===== config.mk =====
export PLATFORM = sky130hd
export DESIGN_NAME = display_multiplexado_flat
export DESIGN_NICKNAME = d
export VERILOG_FILES = /design/src/rtl/display_multiplexado_pkg.sv /design/src/rtl/display_multiplexado_if.sv /design/src/rtl/display_multiplexado_decodificador_hex.sv /design/src/rtl/display_multiplexado.sv /design/src/flat_wrapper.sv
export SDC_FILE = /design/constraint.sdc
export NUM_CORES = 1
export LEC_CHECK = 0
export CORE_MARGIN = 3
export CORE_UTILIZATION = 52
export CTS_CLUSTER_DIAMETER = 150
export DETAILED_ROUTE_END_ITERATION = 10
export PLACE_DENSITY = 0.7
export SLEW_MARGIN = 20
export SYNTH_ARGS = -nofsm -noshare
export SYNTH_HDL_FRONTEND = slang
export SYNTH_SLANG_ARGS = --single-unit

===== constraint.sdc =====
create_clock -name clock -period 3.58 [get_ports clock]
set_input_delay 0.358 -clock clock [delete_from_list [all_inputs] [get_ports clock]]
set_output_delay 0.358 -clock clock [all_outputs]
set_load 0.03 [all_outputs]

===== src/rtl/display_multiplexado_pkg.sv =====
// Shared types and constants for the multiplexed hex display driver.
package display_pkg;

    typedef logic [6:0] seg_t;

    localparam seg_t SEG_BLANK = 7'b1111111;

    // Active-low segments, bit order g..a, indexed by nibble value 0..F.
    localparam seg_t SEG_TABLE [16] = '{
        7'b1000000, 7'b1111001, 7'b0100100, 7'b0110000,
        7'b0011001, 7'b0010010, 7'b0000010, 7'b1111000,
        7'b0000000, 7'b0010000, 7'b0001000, 7'b0000011,
        7'b1000110, 7'b0100001, 7'b0000110, 7'b0001110
    };

    function automatic int clog2_min1(input int v);
        return (v > 1) ? $clog2(v) : 1;
    endfunction

endpackage


===== src/rtl/display_multiplexado_if.sv =====
// Load handshake, live controls and display pins between the cache logic and the driver.
interface display_multiplexado_if #(
    parameter int NUM_DIGITOS = 4
) ();
    import display_pkg::*;

    logic                       carrega;
    logic [4*NUM_DIGITOS-1:0]   dado;
    logic                       apaga_zeros;
    logic [NUM_DIGITOS-1:0]     piscar;
    logic                       pronto;
    seg_t                       saida;
    logic [NUM_DIGITOS-1:0]     anodo;

    modport master (
        output carrega, dado, apaga_zeros, piscar,
        input  pronto, saida, anodo
    );

    modport slave (
        input  carrega, dado, apaga_zeros, piscar,
        output pronto, saida, anodo
    );
endinterface


===== src/rtl/display_multiplexado_decodificador_hex.sv =====
// Combinational hex nibble to active-low 7-segment decoder.
module decodificador_hex
    import display_pkg::*;
(
    input  logic [3:0] i_nibble,
    output seg_t       o_seg
);
    assign o_seg = SEG_TABLE[i_nibble];
endmodule


===== src/rtl/display_multiplexado.sv =====
// N-digit multiplexed hex display with frame-aligned loads, zero blanking and blink.
module display_multiplexado
    import display_pkg::*;
#(
    parameter int NUM_DIGITOS = 4,
    parameter int PRESCALE    = 50000,
    parameter int BLINK_DIV   = 256
) (
    input  logic                 clock,
    input  logic                 reset_n,
    display_multiplexado_if.slave bus
);
    localparam int IDX_W = clog2_min1(NUM_DIGITOS);
    localparam int PRE_W = clog2_min1(PRESCALE);
    localparam int BLK_W = clog2_min1(BLINK_DIV);
    localparam int DW    = 4 * NUM_DIGITOS;

    localparam logic [IDX_W-1:0] IDX_LAST = IDX_W'(NUM_DIGITOS - 1);
    localparam logic [PRE_W-1:0] PRE_LAST = PRE_W'(PRESCALE - 1);
    localparam logic [BLK_W-1:0] BLK_LAST = BLK_W'(BLINK_DIV - 1);

    logic [PRE_W-1:0]       r_pre;
    logic [IDX_W-1:0]       r_idx;
    logic [BLK_W-1:0]       r_frame;
    logic                   r_fase;
    logic                   r_pronto;
    logic [DW-1:0]          r_pendente;
    logic [DW-1:0]          r_exibido;
    seg_t                   r_saida;
    logic [NUM_DIGITOS-1:0] r_anodo;

    logic                   w_tick;
    logic                   w_fim_quadro;
    logic [3:0]             w_nibble;
    seg_t                   w_seg;
    logic [NUM_DIGITOS-1:0] w_lead;
    logic [NUM_DIGITOS-1:0] w_sel;
    logic                   w_blank_zero;
    logic                   w_blink;

    assign w_tick       = (r_pre == PRE_LAST);
    assign w_fim_quadro = w_tick && (r_idx == IDX_LAST);

    // w_lead[k]: every nibble from k up to the most significant is zero.
    for (genvar gi = 0; gi < NUM_DIGITOS; gi++) begin : g_dig
        assign w_lead[gi] = (r_exibido[DW-1:4*gi] == '0);
        assign w_sel[gi]  = (r_idx == IDX_W'(gi));
    end

    assign w_nibble     = r_exibido[{r_idx, 2'b00} +: 4];
    assign w_blank_zero = bus.apaga_zeros && w_lead[r_idx] && (r_idx != '0);
    assign w_blink      = r_fase && bus.piscar[r_idx];

    decodificador_hex u_dec (
        .i_nibble (w_nibble),
        .o_seg    (w_seg)
    );

    always_ff @(posedge clock or negedge reset_n) begin
        if (!reset_n) begin
            r_pre   <= '0;
            r_idx   <= '0;
            r_frame <= '0;
            r_fase  <= 1'b0;
        end else begin
            r_pre <= w_tick ? '0 : r_pre + 1'b1;
            if (w_tick)
                r_idx <= (r_idx == IDX_LAST) ? '0 : r_idx + 1'b1;
            if (w_fim_quadro) begin
                if (r_frame == BLK_LAST) begin
                    r_frame <= '0;
                    r_fase  <= ~r_fase;
                end else begin
                    r_frame <= r_frame + 1'b1;
                end
            end
        end
    end

    // A capture takes priority; the commit only happens while a value is pending.
    always_ff @(posedge clock or negedge reset_n) begin
        if (!reset_n) begin
            r_pronto   <= 1'b1;
            r_pendente <= '0;
            r_exibido  <= '0;
        end else if (bus.carrega && r_pronto) begin
            r_pendente <= bus.dado;
            r_pronto   <= 1'b0;
        end else if (w_fim_quadro && !r_pronto) begin
            r_exibido <= r_pendente;
            r_pronto  <= 1'b1;
        end
    end

    always_ff @(posedge clock or negedge reset_n) begin
        if (!reset_n) begin
            r_saida <= SEG_BLANK;
            r_anodo <= '1;
        end else begin
            r_saida <= (w_blink || w_blank_zero) ? SEG_BLANK : w_seg;
            r_anodo <= w_blink ? '1 : ~w_sel;
        end
    end

    assign bus.pronto = r_pronto;
    assign bus.saida  = r_saida;
    assign bus.anodo  = r_anodo;
endmodule


===== src/flat_wrapper.sv =====
// flat-port wrapper written by rule: the top's interface ports become plain ports
module display_multiplexado_flat import display_pkg::*;
#(
    parameter int NUM_DIGITOS = 4,
    parameter int PRESCALE    = 50000,
    parameter int BLINK_DIV   = 256
)
  (clock, reset_n, bus_carrega, bus_dado, bus_apaga_zeros, bus_piscar, bus_pronto, bus_saida, bus_anodo);
  display_multiplexado_if #(.NUM_DIGITOS(NUM_DIGITOS)) bus_i ();
  input  logic clock;
  input  logic reset_n;
  input wire logic [$bits(bus_i.carrega)-1:0] bus_carrega;
  input wire logic [$bits(bus_i.dado)-1:0] bus_dado;
  input wire logic [$bits(bus_i.apaga_zeros)-1:0] bus_apaga_zeros;
  input wire logic [$bits(bus_i.piscar)-1:0] bus_piscar;
  output wire logic [$bits(bus_i.pronto)-1:0] bus_pronto;
  output wire logic [$bits(bus_i.saida)-1:0] bus_saida;
  output wire logic [$bits(bus_i.anodo)-1:0] bus_anodo;
  assign bus_i.carrega = bus_carrega;
  assign bus_i.dado = bus_dado;
  assign bus_i.apaga_zeros = bus_apaga_zeros;
  assign bus_i.piscar = bus_piscar;
  assign bus_pronto = bus_i.pronto;
  assign bus_saida = bus_i.saida;
  assign bus_anodo = bus_i.anodo;
  display_multiplexado #(.NUM_DIGITOS(NUM_DIGITOS), .PRESCALE(PRESCALE), .BLINK_DIV(BLINK_DIV)) u_core (.clock(clock), .reset_n(reset_n), .bus(bus_i));
endmodule

==> out/results.ini <==
[timing]
slew_headroom_pct = 38.53
finalSetupViolCount = 0
worst_pin_slew_ns = 0.9220
period_share_pct = 68.17
finalCriticalPeriod_ns = 2.441
fin_skew_ns = 0.008114
rsz0062_at_grt = false
fin_tns_setup_ns = 0
hold_viol_final = 0
slew_viol_final = 0
layout_setup_ws_ns = 1.139
fmax_ghz = 0.4097

[setup_path]
startpoint = u_core.r_pre[10]
worstSetupPathType = reg2reg
start_kind = flip-flop
worstPathRequired_ns = 3.81
rr_endpoint = u_core.r_exibido[5]
slowest_delay_ns = 0.61
critPathCaptureType = flip-flop
path_cells = or3_4, or4_4, nor3b_4, buf_4, mux2_2
cp_slowest_cell = or4_4
rrSetupSlack_ns = 1.14
reg2regPathDepth = 5
path_max_fanout = 17
arrival_ns = 2.67
r2r_start = u_core.r_pre[10]

[global_route]
antenna_found_initial = 0
grt_pass1_vias = 2111
grt_start_max_net_pins = 44
track_usage_pct = 18.08
grt_overflow = 0
grt_pass1_wl_mm = 10.46

[yosys]
synth_top_cell_area_share_pct = 43.24
muxShareOfSynthArea_pct = 17.04
ys_seq_area_share_pct = 52.47
yosysWarnings = 0
synth_ff_type = dfrtp_1
post_synth_num_cell_types = 49
syn_nets = 306
syn_area_sq_um = 3415
synth-edff-count = 0
synth_area_leader_cell = dfrtp_1
synth_compound_area_share_pct = 5.057
synth_area_per_cell_sq_um = 12.65
yosys.area_share.simple_pct = 13.81
synth_top_family_by_area = multiplexers
netlist_top_cells_area = dfrtp_1, dfstp_2, mux2_2, ha_1, mux2_4
synth-async-reset-ratio_pct = 100.0
synthXorXnorAreaFrac_pct = 4.104
synth_seq_cells = 71
ys_top_cells_by_count = dfrtp_1, mux2_2, nand2_1
synthAdderAreaFrac_pct = 4.397
yosysMostFrequentCell = dfrtp_1
syn_inst = 270

[flow_run]
cap_violations = 0

[pwr]
powerDensity_nw_per_um2 = 377.0
ir_worst_vdd_mv = 0.2610
p_leak_nw = 1.804

[finish]
antenna-diode-count = 0
syn2layout_area_growth_pct = 17.70
drive_above_1_share_pct = 25.32
fin_nets = 345

[die]
die_area_sq_um = 7575
chipWidth_microns = 87.04
start_util_pct = 55.69
rows = 28
fp.dieH_microns = 87.04
io_pins = 36
core_sq_um = 6131

[cts]
cts_made_buffers = 9
cts.clk_slew.worst_paths_ns = 0.07
cts_root_buf = clkbuf_8
insertion_delay_ns = 0.34
clockBufferDepth = 2
postCtsSetupBuffers = 0
tritoncts = done
cts.sinks = 71
htreeDepth = 3
ctsHoldBuffers = 0
cts_resized = 0

[place]
port_buffers = 35
routabilityCongestion = 0.7569
pre_cts_ws_ns = 1.166
hpwl_mm = 4.253

[detailed_routing]
wl_per_cell_microns = 15.69
vias = 2182
drt_iter0_markers = 98
ant_nets = 0
drt_first_pass_iters = 5
routed_wl_mm = 6.072
remaining_drc_errors = 0
avgViaCountPerCell = 5.638

[min_path]
worstHoldPathType = in2async

[status]
outcome = finished clean

## final cells by class
cell class,count,area [sq um]
clock inverters,4,72.57
clock buffers,10,127.6
repair buffers,39,375.4
inverters,11,41.29
fillers,456,2112
flip-flops and latches,71,1792
well taps,75,93.84
multi-input cells,177,1516
## routing by layer
| layer | vias to the layer above | routed length, microns | share of wire [%] | GRT usage [%] |
|---|---|---|---|---|
| li1 | 1056 | - | - | - |
| met1 | 1068 | 3093 | 51 | 26.26 |
| met2 | 49 | 2604 | 43 | 25.53 |
| met3 | 9 | 271 | 4.5 | 4.825 |
| met4 | 0 | 103 | 1.7 | 7.649 |
| met5 | - | 0 | 0 | 0 |
## registers in the layout, summed over array words and instances, names as in the netlist
register	count
u_core.r_idx	2
u_core.r_exibido	16
u_core.bus.anodo	4
u_core.r_pre	16
u_core.r_pendente	16
u_core.bus.saida	7
u_core.r_frame	8
u_core.bus.pronto	1
u_core.r_fase	1
## cells in the final DEF (no fill, tap or decap), types with 8 or more instances in the layout
cell type | synthesis | final
nand3_1 | 13 | 13
nand4_1 | 9 | 9
mux2_4 | 9 | 9
nand2_1 | 15 | 15
dfstp_2 | 12 | 12
dfrtp_1 | 59 | 59
inv_1 | 11 | 11
nor2_1 | 8 | 8
ha_1 | 12 | 12
xnor2_1 | 9 | 9
o21ai_0 | 9 | 9
mux2_2 | 27 | 27
clkbuf_8 | 0 | 9
clkdlybuf4s50_1 | 0 | 34
## kinds of logic (layout without fill, tap and decap cells)
group	after synthesis	count (layout)
compound gates	27	27
buf+inv	22	64
mux	44	44
fa+ha+maj	12	12
flops	71	71
simple gates	78	78
xor+xnor	16	16
## worst max-delay path: cells and delay by family, from the launching register on
kind	cells	cell delay, ns
simple gates	3	1.23
flops	1	0.42
mux	1	0.38
buf+inv	1	0.30
## how the worst max path moves through the flow
stage | endpoint | depth (start not counted)
floorplan | u_core.r_exibido[10] | 6
global placement | u_core.r_exibido[15] | 5
detailed placement | u_core.r_exibido[5] | 5
CTS | u_core.r_exibido[5] | 5
global route | u_core.r_exibido[2] | 5
finish | u_core.r_exibido[5] | 5
## power breakdown
part	internal (mW)	switching (mW)	total, mW	leakage [nW]
clock	0.384	0.287	0.670	0.0982
sequential	0.802	0	0.802	0.935
combinational	0.0235	0.0187	0.0421	0.771
total	1.21	0.306	1.52	1.80
## stage by stage
step	area (sq um)	utilization (%)	instances	hold WS, ns	power [mW]
after global routing	4019	65.55	387	0.2065	1.572
after global placement	3819	62.29	373	0.4664	0.8605
after CTS	4019	65.55	387	0.1662	1.535
final	4019	65.55	387	0.1522	1.515
after detailed placement	3819	62.29	373	0.4667	0.8609
after floorplan	3415	-	270	0.06241	0.8188
(Power assumes the default switching activity.)
==> RTL change 1, RTL diff (same settings) <==
`BLINK_DIV` is set to 256 in 2 places; all go to 512.
--- a/src/rtl/display_multiplexado.sv
+++ b/src/rtl/display_multiplexado.sv
@@ -6,3 +6,3 @@
     parameter int PRESCALE    = 50000,
-    parameter int BLINK_DIV   = 256
+    parameter int BLINK_DIV   = 512
 ) (
--- a/src/flat_wrapper.sv
+++ b/src/flat_wrapper.sv
@@ -5,3 +5,3 @@
     parameter int PRESCALE    = 50000,
-    parameter int BLINK_DIV   = 256
+    parameter int BLINK_DIV   = 512
 )
Check against the original RTL: same outputs for any inputs over 10 cycles, from zero or initial values and one cycle with reset_n low; that may be too few to reach the edited logic, so the function may still have changed.
==> RTL change 1 against the original RTL <==
- total power fell by 3.4%
- sequential cell count up 1
- final area is 1.3% higher
- critical path type unchanged
- area after synthesis grew 2.0%
- wire length increased by 3.6%
- critical endpoint is now u_core.r_exibido[4]$_DFFE_PN0P_
- largest cell class unchanged
- sequential power up 1%
- first-iteration DRC count rose by 21%
- setup slack improved by 38 ps
- synthesized cell count increased by 4.4%
- critical path depth shrank 1
==> RTL change 1: results (changes against the original RTL) <==
Sw Ratio = 24.8% (was 20.2%)
LEAKAGE = 1.88 nW (was 1.80 nW)
Arr. time, crit path = 2640 ps (was 2670 ps)
Fill count = 501 (was 456)
Yosys warning count = 0 (unchanged)
Worst Skew = 10.0 ps (was 8.11 ps)
H-tree levels = 3 (unchanged)
Part of the Yosys area used for sequential elements = 52.2% (was 52.5%)
CTS Buf Count = 9 (unchanged)
Max incr delay on CP = 700 ps (was 610 ps)
Routed WL per cell = 15.7 um (about the same)
Clk_lat worst skew = 350 ps
Initial DRC count = 119 (was 98)
Netlist cell types = 49 (unchanged)
Worst reg-to-reg setup slack = 1180 ps (was 1140 ps)
CP delay by family, top = simple AND/OR/NAND/NOR gates (unchanged)
Status = complete, no violations (unchanged)
Dpl cells = 386 (was 373)
GRT Util Overall = 18.8% (was 18.1%)
Final #Nets = 357 (was 345)
List of most frequent post-synthesis cells = dfrtp_1 (60), mux2_2 (24), nand2_1 (16), nor2_1 (14), ha_1 (13) (was dfrtp_1 (59), mux2_2 (27), nand2_1 (15), nand3_1 (13))
Crit. Startpoint = u_core.r_pre[10]$_DFF_PN0_ (unchanged)
Worst reg2reg path endpoint = u_core.r_exibido[4]$_DFFE_PN0P_ (was u_core.r_exibido[5]$_DFFE_PN0P_)
Hold Path Class = input pin to async pin (unchanged)
HPWL Detailed = 4.45 mm (was 4.25 mm)
Post-CTS setup buffers = 0 (unchanged)
MaxCap Viol Count = 0 (unchanged)
Vias in the first global route = 2268 (was 2111)
Number of vias per cell = 5.70 (was 5.64)
Initial antenna violation count = 0 (unchanged)
Dominant cells by area after synthesis = dfrtp_1 (43%), dfstp_2 (9.1%), mux2_2 (7.8%) (was dfrtp_1 (43%), dfstp_2 (9.2%), mux2_2 (8.9%))
Non-Filler Instances = 402 (was 387)
Root Driver = clkbuf_8 (unchanged)
Async S/R FF share, synth = 100% (unchanged)
Peak supply drop = 0.260 mV (was 0.261 mV)
IO Port Bufs = 35 (unchanged)
Slowest CP cell = and4bb_1 (was or4_4)
Drt pass-1 iters = 4 (was 5)
Proportion of layout cells with a drive suffix above 1 = 20.9% (was 25.3%)
R2R cell count = 4 (was 5)
CP Class = register to register (unchanged)
CP max FO = 17 (unchanged)
Post-CTS Resized = 0 (unchanged)
Worst-path clk slew = 80 ps
Largest net degree at the start of global routing = 43 (was 44)
Least-Margin Pin Slew = 743 ps (was 922 ps)
Grt ovf = 0 (unchanged)
Final GP Congestion = 0.819 (was 0.757)
Syn Inst Count = 282 (was 270)
Post-synthesis net count = 319 (was 306)
Diodes inserted = 0 (unchanged)
First-pass GRT wire length = 11.1 mm (was 10.5 mm)
RTL change 1: kinds of logic after synthesis:
logic type	after synthesis	synth area share (%)
and+or+nand+nor	87	14.5
DFF	72	52.2
muxes	44	16.1
AOI/OAI and AO/OA	33	6.68
buffers and inverters	20	2.62
xor gates and xnor gates	13	3.27
adders and majority gates	13	4.67
RTL change 1: stage by stage:
step	utilization, %	area [um^2]	setup WS, ps	hold slack [ps]	power (mW)
2_1_floorplan	-	3480	1540	62.4	0.830
3_3_place_gp	60.5	3890	1190	424	0.871
3_5_place_dp	60.5	3890	1180	433	0.872
4_1_cts	63.4	4070	1160	47.6	1.49
5_1_grt	63.4	4070	1030	74.3	1.53
6_report	63.4	4070	1180	35.5	1.46
RTL change 1: power by group through the flow:
stage	sequential [mW]	clock (mW)	combinational (mW)
2_1_floorplan	0.829	0	0.00125
3_3_place_gp	0.829	0	0.0426
3_5_place_dp	0.829	0	0.0429
4_1_cts	0.813	0.629	0.0430
5_1_grt	0.813	0.667	0.0466
6_report	0.813	0.609	0.0413
RTL change 1: layer usage:
layer  track usage, %  wire length (um)  part of all wire, %
met1             27.3              3040                   48
met2             26.9              2820                   45
met3             5.17               335                  5.3
met5                0                 0                    0
met4             7.11                98                  1.6
RTL change 1: cell type report:
cell class                      count  area, um^2  area share (%)
Tap cell                           77        96.3            2.37
Clock inverter                      7        61.3            1.51
Timing Repair Buffer               37         360            8.85
Clock buffer                        9         124            3.04
Sequential cell                    72        1820            44.6
Inverter                           10        37.5           0.922
Multi-Input combinational cell    190        1580            38.7
==> RTL change 2, RTL diff (config.mk and constraints unchanged) <==
Without the edit above. Make the reset (`reset_n`) synchronous in 3 clocked blocks.
--- a/src/rtl/display_multiplexado.sv
+++ b/src/rtl/display_multiplexado.sv
@@ -58,3 +58,3 @@
 
-    always_ff @(posedge clock or negedge reset_n) begin
+    always_ff @(posedge clock) begin
         if (!reset_n) begin
@@ -80,3 +80,3 @@
     // A capture takes priority; the commit only happens while a value is pending.
-    always_ff @(posedge clock or negedge reset_n) begin
+    always_ff @(posedge clock) begin
         if (!reset_n) begin
@@ -94,3 +94,3 @@
 
-    always_ff @(posedge clock or negedge reset_n) begin
+    always_ff @(posedge clock) begin
         if (!reset_n) begin
Check against the original RTL: differs if reset_n is asserted again (counterexample within 4 cycles, from zero or initial values and one cycle with reset_n low); with reset_n held inactive, the same outputs for 10 cycles.
==> RTL change 2 against the original RTL <==
- sequential cell count unchanged
- fmax up 3.1%
- area after synthesis down 2.6%
- final area down 2.6%
- setup slack better by 73 ps
- wire length up 15%
- critical path depth unchanged
Power is not compared: it rests on default switching activity, and its combinational part moved more than twofold at a synthesized area within 25%.
==> RTL change 2: results (changes against the original RTL) <==
Proportion of layout cells with a drive suffix above 1 = 7.52% (was 25.3%)
Initial DRC count = 144 (was 98)
Reg2reg start = u_core.r_pre[0]$_SDFF_PP0_ (was u_core.r_pre[10]$_DFF_PN0_)
List of most frequent post-synthesis cells = dfxtp_1 (71), nand2_1 (50), a21oi_1 (43), nand3_1 (35), o21ai_0 (20) (was dfrtp_1 (59), mux2_2 (27), nand2_1 (15), nand3_1 (13))
Netlist cell types = 47 (was 49)
CP max FO = 30 (was 17)
Post-synthesis net count = 417 (was 306)
Dpl cells = 471 (was 373)
Part of the Yosys area used for sequential elements = 42.7% (was 52.5%)
Slew HR = 54.2% (was 38.5%)
GRT Util Overall = 20.1% (was 18.1%)
Final GP Congestion = 0.858 (was 0.757)
First-pass GRT wire length = 12.0 mm (was 10.5 mm)
Async S/R FF share, synth = 0% (was 100%)
Wl on met1 = 3.45 mm (was 3.09 mm)
Drt pass-1 iters = 4 (was 5)
Met2 usage = 30.1% (was 25.5%)
Vias in the first global route = 2575 (was 2111)
M1 GR Usage = 27.7% (was 26.3%)
Comb power = 90.1 uW
Worst reg2reg path endpoint = u_core.r_frame[6]$_SDFFE_PN0P_ (was u_core.r_exibido[5]$_DFFE_PN0P_)
Finished Core Util = 64.6% (was 65.6%)
Syn Inst Count = 381 (was 270)
Hold Slack = 459 ps (was 152 ps)
Dominant cells by area after synthesis = dfxtp_1 (43%), a21oi_1 (6.5%), nand2_1 (5.6%) (was dfrtp_1 (43%), dfstp_2 (9.2%), mux2_2 (8.9%))
Worst Skew = 10.2 ps (was 8.11 ps)
Startpoint class of the critical path = register (unchanged)
Hold endpoint = u_core.r_pendente[2]$_SDFFE_PN0P_
H-tree levels = 3 (unchanged)
Fill count = 549 (was 456)
Met2 wire length = 3.13 mm (was 2.60 mm)
Final #Nets = 443 (was 345)
HPWL Detailed = 4.75 mm (was 4.25 mm)
Total wire length = 6.98 mm (was 6.07 mm)
Status = complete, no violations (unchanged)
Number of vias per cell = 5.71 (was 5.64)
Metal3 WL = 256 um (was 271 um)
[RTL change 2: cell count changes after synthesis, moves of 6 or more]
cell      unedited run  this run
nor2_1               8        18
mux2_2              27         3
nand2_1             15        50
clkbuf_1             7        13
o21ai_0              9        20
mux2_4               9         0
dfstp_2             12         0
buf_2                0         8
nand3_1             13        35
dfxtp_1              0        71
a21oi_1              5        43
dfrtp_1             59         0
mux2i_1              3         9
[RTL change 2: cells by family after synthesis]
kind of cell / count (synthesis) / synth area share, %
AND/OR/NAND/NOR: 150 / 23.4
AO/OA/AOI/OAI: 80 / 13.7
flip-flops: 71 / 42.7
buffers and inverters: 36 / 4.59
multiplexers: 17 / 7.11
XOR/XNOR: 15 / 3.95
adder cells (fa/ha/maj): 12 / 4.51
[RTL change 2: cell type report]
cell class | count | share of cell area [%]
multi-input combinational | 274 | 44.8
sequential | 71 | 36.3
timing repair buffer | 38 | 9.53
clock buffer | 11 | 3.61
tap | 75 | 2.40
clock inverter | 5 | 2.08
inverter | 13 | 1.25
[RTL change 2: worst max path at each step]
stage                                                 to  slack, ps  depth (start not counted)
after floorplan           u_core.bus.saida[0]$_SDFF_PP1_       1590                          8
after global placement    u_core.r_frame[6]$_SDFFE_PN0P_       1300                          5
after detailed placement  u_core.r_frame[6]$_SDFFE_PN0P_       1210                          5
after CTS                 u_core.r_frame[6]$_SDFFE_PN0P_       1200                          5
after global routing      u_core.r_frame[0]$_SDFFE_PN0P_        990                          5
final                     u_core.r_frame[6]$_SDFFE_PN0P_       1210                          5
[RTL change 2: worst max-delay path, cell delays in order (launching register included)]
cell and delay [ps]:
dfxtp_1 390, ha_1 250, nand3_4 140, nand4b_2 680, or4_1 710, a21oi_1 150
